===== src/rtl/telemetry_framer.sv =====
// Periodically snapshots angle + latest channel samples and streams them as a checksummed byte frame to a UART.
// Latency: frame starts on the edge where the period counter wraps; backpressure is tx_busy, one uart_rdy per byte.
module telemetry_framer #(
    parameter int          NUM_CH   = 2,
    parameter int          SAMPLE_W = 18,
    parameter int          PERIOD   = 100_000_000,
    parameter logic [7:0]  HEADER   = 8'hA5
) (
    input  logic                             clock,
    input  logic                             reset,
    input  logic                             enable,
    input  logic [NUM_CH-1:0][SAMPLE_W-1:0]  ch_data,
    input  logic [NUM_CH-1:0]                ch_rdy,
    input  logic [7:0]                       angle,
    input  logic                             tx_busy,
    output logic [7:0]                       uart_data,
    output logic                             uart_rdy,
    output logic                             frame_active,
    output logic [15:0]                      frame_count,
    output logic                             overrun
);

    localparam int BPC = (SAMPLE_W + 7) / 8;
    localparam int L   = 4 + NUM_CH * BPC;
    localparam int CW  = (PERIOD > 1) ? $clog2(PERIOD) : 1;
    localparam int IW  = $clog2(L);

    typedef enum logic [2:0] {
        IDLE,
        LOAD,
        STROBE,
        WAIT_ACK,
        WAIT_DONE
    } state_t;

    state_t                             state_q, state_d;
    logic [NUM_CH-1:0][SAMPLE_W-1:0]    lat_q;
    logic [CW-1:0]                      cnt_q, cnt_d;
    logic [IW-1:0]                      idx_q, idx_d;
    logic [L-1:0][7:0]                  frame_q, frame_d, snap_d;
    logic [15:0]                        fcnt_q, fcnt_d, fcnt_inc;
    logic                               ovr_q, ovr_d;
    logic                               tick;
    logic [8*BPC-1:0]                   ext;
    logic [7:0]                         csum;

    always_ff @(posedge clock) begin
        if (reset) begin
            lat_q <= '0;
        end else begin
            for (int i = 0; i < NUM_CH; i++) begin
                if (ch_rdy[i]) lat_q[i] <= ch_data[i];
            end
        end
    end

    always_comb begin
        cnt_d = cnt_q;
        if (!enable)                        cnt_d = '0;
        else if (cnt_q == CW'(PERIOD - 1))  cnt_d = '0;
        else                                cnt_d = cnt_q + CW'(1);
    end

    assign tick     = enable && (cnt_q == CW'(PERIOD - 1));
    assign fcnt_inc = fcnt_q + 16'd1;

    // Frame image built from pre-edge latch values so a coincident ch_rdy lands in the next frame.
    always_comb begin
        snap_d    = '0;
        ext       = '0;
        csum      = '0;
        snap_d[0] = HEADER;
        snap_d[1] = fcnt_inc[7:0];
        snap_d[2] = angle;
        for (int c = 0; c < NUM_CH; c++) begin
            ext = (8*BPC)'(lat_q[c]);
            for (int b = 0; b < BPC; b++) begin
                snap_d[3 + c*BPC + b] = ext[8*(BPC-1-b) +: 8];
            end
        end
        for (int k = 1; k < L - 1; k++) begin
            csum = csum + snap_d[k];
        end
        snap_d[L-1] = csum;
    end

    always_comb begin
        state_d  = state_q;
        idx_d    = idx_q;
        frame_d  = frame_q;
        fcnt_d   = fcnt_q;
        ovr_d    = ovr_q;
        uart_rdy = 1'b0;
        case (state_q)
            IDLE: begin
                if (tick) begin
                    state_d = LOAD;
                    idx_d   = '0;
                    frame_d = snap_d;
                    fcnt_d  = fcnt_inc;
                end
            end
            LOAD:      state_d = STROBE;
            STROBE: begin
                if (!tx_busy) begin
                    uart_rdy = 1'b1;
                    state_d  = WAIT_ACK;
                end
            end
            WAIT_ACK: begin
                if (tx_busy) state_d = WAIT_DONE;
            end
            WAIT_DONE: begin
                if (!tx_busy) begin
                    if (idx_q == IW'(L - 1)) begin
                        state_d = IDLE;
                    end else begin
                        idx_d   = idx_q + IW'(1);
                        state_d = LOAD;
                    end
                end
            end
            default:   state_d = IDLE;
        endcase
        if (tick && (state_q != IDLE)) ovr_d = 1'b1;
    end

    always_ff @(posedge clock) begin
        if (reset) begin
            state_q <= IDLE;
            cnt_q   <= '0;
            idx_q   <= '0;
            frame_q <= '0;
            fcnt_q  <= '0;
            ovr_q   <= 1'b0;
        end else begin
            state_q <= state_d;
            cnt_q   <= cnt_d;
            idx_q   <= idx_d;
            frame_q <= frame_d;
            fcnt_q  <= fcnt_d;
            ovr_q   <= ovr_d;
        end
    end

    assign uart_data    = (state_q == IDLE) ? 8'h00 : frame_q[idx_q];
    assign frame_active = (state_q != IDLE);
    assign frame_count  = fcnt_q;
    assign overrun      = ovr_q;

endmodule

===== config.mk =====
export PLATFORM = sky130hd
export DESIGN_NAME = telemetry_framer
export DESIGN_NICKNAME = d
export VERILOG_FILES = /design/src/rtl/telemetry_framer.sv
export SDC_FILE = /design/constraint.sdc
export NUM_CORES = 1
export LEC_CHECK = 0
export CAP_MARGIN = 40
export CORE_AREA = 5 5 134 136
export DETAILED_ROUTE_END_ITERATION = 10
export DIE_AREA = 0 0 139 141
export GPL_TIMING_DRIVEN = 0
export HOLD_SLACK_MARGIN = 0.03
export SLEW_MARGIN = 0
export SYNTH_ARGS = -nofsm -noshare
export SYNTH_HDL_FRONTEND = slang
export SYNTH_SLANG_ARGS = --single-unit
export TNS_END_PERCENT = 30

===== constraint.sdc =====
create_clock -name clock -period 5.85 [get_ports clock]
set_input_delay 1.17 -clock clock [delete_from_list [all_inputs] [get_ports clock]]
set_output_delay 1.17 -clock clock [all_outputs]
set_load 0.05 [all_outputs]

==> results of run 1 <==
-- worst max-delay path: cells and delay by family --
family,cells,cell delay (ns)
simple gates,3,0.40
fa+ha+maj,6,2.71
buf+inv,4,0.73
compound gates,3,0.64
-- placed cells by master, fill, tap and decap left out, types with 6 or more instances in the layout --
master,count
a221oi_1,10
mux2i_1,48
ha_1,16
nor4_1,12
xnor2_1,36
and3_1,10
o21ai_0,7
xor2_1,22
and2_1,7
a211oi_1,6
nand4_1,9
inv_1,57
dfxtp_1,140
fa_1,29
clkdlybuf4s50_1,73
buf_4,8
nand2_1,122
mux2_2,7
clkbuf_16,17
buf_2,6
clkbuf_1,38
nand3_1,15
a21oi_1,59
bufinv_16,6
nor2_1,111
nor3_1,12
-- final cells by class --
cell class | count | area, sq um
Fill cell | 1622 | 7818
Multi-Input combinational cell | 590 | 4013
Sequential cell | 140 | 2803
Timing Repair Buffer | 75 | 757.0
Clock buffer | 22 | 474.2
Tap cell | 225 | 281.5
Buffer | 53 | 244.0
Inverter | 58 | 217.7
Clock inverter | 10 | 209.0
-- registers in the layout, summed over array words and instances (netlist names) --
register     cells
frame_q         60
cnt_q           27
ext             18
lat_q           18
frame_count      9
idx_q            4
state_q          3
overrun          1
-- final timing paths --
| check | slack [ns] | end | depth (start not counted) | from |
|---|---|---|---|---|
| min reg2reg | 0.45 | frame_q[45] | 2 | frame_q[45] |
| min | 0.45 | frame_q[45] | 2 | frame_q[45] |
| max reg2reg | 0.84 | frame_q[79] | 17 | frame_q[10] |
| max | 0.52 | frame_q[79] | 16 | angle[1] |
-- per-layer routing --
metal	track usage	part of all wire
met4	0.07827	0.026
met2	0.3431	0.45
met1	0.2992	0.47
met3	0.04851	0.057
met5	0	0
-- metrics by stage --
| step | hold slack (ns) | total power (uW) |
|---|---|---|
| finish | 0.4493 | 2665 |
| global route | 0.4620 | 2776 |
| CTS | 0.4486 | 2679 |
| detailed placement | 0.4413 | 1420 |
| global placement | 0.4308 | 1418 |
| floorplan | 0.4175 | 1284 |
-- cell families after synthesis --
family	count (synthesis)	share of synthesized area
simple gates	328	0.2053
compound gates	101	0.08391
mux	58	0.08511
fa+ha+maj	45	0.1073
buf+inv	111	0.06345
flops	140	0.3851
xor+xnor	58	0.06981
-- where the power goes --
part           switching (uW)  total, uW  internal (uW)  leakage (uW)
combinational             227        419            191       0.00198
clock                     424       1260            835      0.000327
sequential               17.9        987            969       0.00113
==> flow_summary_export.csv, run 1 <==
group,metric,value,unit
drt,drt-initial-drc-count,422,
finish,fin_nets,1030,
worst_setup_path,cpPeakStageDelay,0.55,ns
logic_synthesis,synth_largest_area_cell,"dfxtp_1",
timing,setup_ws,0.5227,ns
finish,utilization,0.5351,
worst_setup_path,cp_max_fo,3,
logic_synthesis,synth-seq-cells,140,
drt,drc,0,
place,dp.cells,1141,
clocking,clk_pin_slew,0.06,ns
logic_synthesis,synthFlopType,"dfxtp_1",
timing,slew_headroom,0.4433,
clocking,cts.sinks,140,
clocking,cts_setup_buffers,0,
finish,layout-drive-gt1-share,0.06435,
timing,rsz0062_at_grt,"false",
global_route,grt_pass1_vias,6099,
clocking,cts_tree,"built",
timing,period_share,0.9106,
drt,wl,20830,um
logic_synthesis,synthMostInstantiatedCell,"dfxtp_1",
drt,vias,6030,
worst_setup_path,critPathCaptureType,"flip-flop",
timing,fmax,187.7,MHz
global_route,overflow,0,
logic_synthesis,async_flop_share,0,
timing,tightestPinTransition,0.8351,ns
finish,final_cell_area,8999,sq um
worst_setup_path,slowest_stage,"fa_1",
floorplan,die_h,141,um
floorplan,core,16820,sq um
finish,synthToLayoutAreaGrowth,23.66,%
pwr,power_density,296.1,nW/um^2
pwr,leakagePower,0.003438,uW
place,io_buffers,73,
logic_synthesis,ys_top_cells_by_area,"dfxtp_1 (39%), fa_1 (8.0%), mux2i_1 (6.6%)",
timing,hold_viol,0,
global_route,grtUsageTotal,0.2190,
drt,wl_per_cell,17.76,um
timing,fin_worst_skew,0.008292,ns
clocking,root_buffer,"clkbuf_16",
drt,drt_pass1_iterations,6,
global_route,grt_max_degree,17,
place,hpwl,15500,um
finish,final_cells,1173,
logic_synthesis,synth_cell_types,53,
clocking,cts_resized,0,
logic_synthesis,synth_cells,841,
logic_synthesis,synth_commonest_cells,"dfxtp_1 (140), nand2_1 (122), nor2_1 (111)",
floorplan,io_pins,77,
pwr,ir_drop,214.6,uV
logic_synthesis,syn-num-nets,936,
logic_synthesis,ys_warn_count,0,
timing,setup_viol,0,
worst_setup_path,crit_type,"in2reg",
place,dpl_worst_slack,0.08004,ns
flow_run,maxCapViolCount,0,
logic_synthesis,syn_avg_cell_area,8.653,sq um
clocking,holdBufCountCts,0,
floorplan,die_area,19600,sq um
floorplan,die_w,139,um
hold_path,hold_path_class,"reg2reg",
timing,period_needed,5.327,ns
floorplan,initial_core_util,0.4327,
clocking,cts_buffers,17,
drt,avgViaCountPerCell,5.141,
worst_setup_path,crit_chain,"clkdlybuf4s50_1 > inv_1 > fa_1 > inv_1 > fa_1 > fa_1 > fa_1 > ha_1 > inv_1 > fa_1 > nand2b_1 > a21oi_1 > o21a_1 > nor2_1 > nor3b_1 > a211o_1",
logic_synthesis,synthesis.area,7277,sq um
logic_synthesis,synth-edff-count,0,
place,placed_cell_area,8315,sq um
run_status,status,"complete, no violations",
floorplan,std_cell_rows,48,
worst_setup_path,critPathArrivalTime,5.64,ns
clocking,clock_latency,0.43,ns
clocking,cts_buffer_depth,2,
worst_setup_path,critPathLaunchType,"primary input",
logic_synthesis,yosysSeqAreaShare,0.3851,
drt,detail-route-antenna-nets,0,
worst_setup_path,cp_common_cell,"fa_1",
logic_synthesis,synth_top_area_frac,0.3851,
place,gp_congestion,0.8940,
global_route,grt_pass1_wl,33450,um
finish,diodes,0,
worst_setup_path,cp.required,6.16,ns
global_route,antenna_found_initial,0,
timing,tns,0,ns
timing,slew_violations,0,
clocking,cts_max_level,4,
(Power assumes the default switching activity.)
==> run 2: changes to the inputs <==
Settings changed: PLACE_DENSITY set to 0.64.
==> run 2 against run 1 <==
Net effect: sequential power about the same; wire length down 0.46%; power down 1.1%; cell area down 0.15%; maximum frequency up 0.46%; core utilization down 0.082 points; critical path type unchanged; worst hold slack worse by 0.0031 ns; register-to-register slack about the same.
==> flow_summary_export.csv, run 2 (synthesis results as in run 1) <==
group,metric,value,unit
run_status,status,"complete, no violations",
floorplan,die_w,139,um
timing,setup_ws,0.5473,ns
worst_setup_path,critPathArrivalTime,5.63,ns
place,gp_congestion,0.9154,
worst_setup_path,critPathCaptureType,"flip-flop",
global_route,grt_max_degree,17,
timing,slew_violations,0,
clocking,clock_latency,0.43,ns
drt,wl_per_cell,17.68,um
clocking,root_buffer,"clkbuf_16",
timing,period_share,0.9064,
worst_setup_path,crit_buf_inv,4,
worst_setup_path,critPathLaunchType,"primary input",
timing,setup_viol,0,
finish,largest_register_ffs,60,
drt,drt-initial-drc-count,469,
global_route,overflow,0,
global_route,antenna_found_initial,0,
worst_setup_path,crit_type,"in2reg",
clocking,cts_resized,0,
worst_setup_path,cp_max_fo,3,
timing,tightestPinTransition,0.8735,ns
worst_setup_path,reg2reg_from,"frame_q[10]",
worst_setup_path,crit_chain,"clkdlybuf4s50_1 > inv_1 > fa_1 > inv_1 > fa_1 > fa_1 > fa_1 > ha_1 > inv_1 > fa_1 > nand2b_1 > a21oi_1 > o21a_1 > nor2_1 > nor3b_1 > a211o_1",
finish,fin_nets,1030,
timing,hold_viol,0,
timing,tns,0,ns
floorplan,die_h,141,um
pwr,total_power,2635,uW
finish,final_common_cell,"dfxtp_1",
clocking,cts_tree,"built",
clocking,cts_max_level,4,
drt,avgViaCountPerCell,5.223,
finish,diodes,0,
clocking,cts_buffer_depth,2,
global_route,grtUsageTotal,0.2195,
flow_run,maxCapViolCount,0,
floorplan,initial_core_util,0.4327,
floorplan,io_pins,77,
worst_setup_path,cpPeakStageDelay,0.54,ns
floorplan,std_cell_rows,48,
timing,period_needed,5.303,ns
pwr,leakagePower,0.003431,uW
clocking,cts_buffers,17,
global_route,grt_pass1_vias,6195,
worst_setup_path,cp.required,6.18,ns
drt,detail-route-antenna-nets,0,
worst_setup_path,crit_start,"angle[1]",
timing,fin_worst_skew,0.01142,ns
worst_setup_path,cp_common_cell,"fa_1",
finish,reg_top3,"frame_q: 60 flops, cnt_q: 27 flops",
place,dp.cells,1141,
timing,slew_headroom,0.4176,
place,io_buffers,73,
pwr,ir_drop,233.9,uV
clocking,cts.sinks,140,
pwr,power_density,293.3,nW/um^2
hold_path,hp-start,"cnt_q[0]",
finish,final_cells,1173,
drt,drc,0,
finish,top_register,"frame_q",
drt,wl,20740,um
global_route,grt_pass1_wl,33400,um
worst_setup_path,slowest_stage,"fa_1",
finish,final_cell_mix,"dfxtp_1 (140), nand2_1 (122), nor2_1 (111)",
finish,layout-drive-gt1-share,0.06540,
worst_setup_path,r2r_slack,0.83,ns
floorplan,die_area,19600,sq um
clocking,cts_setup_buffers,0,
place,dpl_worst_slack,0.1271,ns
drt,drt_pass1_iterations,5,
clocking,holdBufCountCts,0,
drt,vias,6127,
place,hpwl,15380,um
hold_path,hold_path_class,"reg2reg",
clocking,clk_pin_slew,0.06,ns
floorplan,core,16820,sq um
worst_setup_path,crit_family,"adder cells",
finish,synthToLayoutAreaGrowth,23.47,%
timing,fmax,188.6,MHz
timing,rsz0062_at_grt,"false",
[run 2: power breakdown]
part | leakage (uW) | switching, uW | internal (uW)
Sequential | 0.00113 | 18.0 | 969
Clock | 0.000321 | 434 | 801
Combinational | 0.00198 | 225 | 187
Total | 0.00343 | 678 | 1960
[run 2: final cells by class]
type                       instances  area, sq um
multi-input combinational        590         4013
clock inverter                    14        240.2
buffer                            53        244.0
tap                              225        281.5
fill                            1623         7831
clock buffer                      18        429.2
sequential                       140         2803
timing repair buffer              75        757.0
inverter                          58        217.7
[run 2: routing by layer]
layer	track usage	vias to the layer above	part of all wire
li1	-	2983	-
met1	0.3015	2876	0.46
met2	0.3255	216	0.43
met3	0.05122	52	0.069
met4	0.1081	0	0.040
met5	0	-	0
[run 2: metrics by stage]
| step | area, sq um | util | hold slack (ns) |
|---|---|---|---|
| detailed placement | 8315 | 0.4945 | 0.4364 |
| global placement | 8289 | 0.4929 | 0.4283 |
| finish | 8985 | 0.5343 | 0.4462 |
| floorplan | 7277 | - | 0.4175 |
| CTS | 8985 | 0.5343 | 0.4511 |
| global route | 8985 | 0.5343 | 0.4613 |
[run 2: path summary, 6_finish.rpt]
path                  to  cells past startpoint
max          frame_q[79]                     16
max reg2reg  frame_q[79]                     17
min reg2reg     cnt_q[0]                      1
min             cnt_q[0]                      1
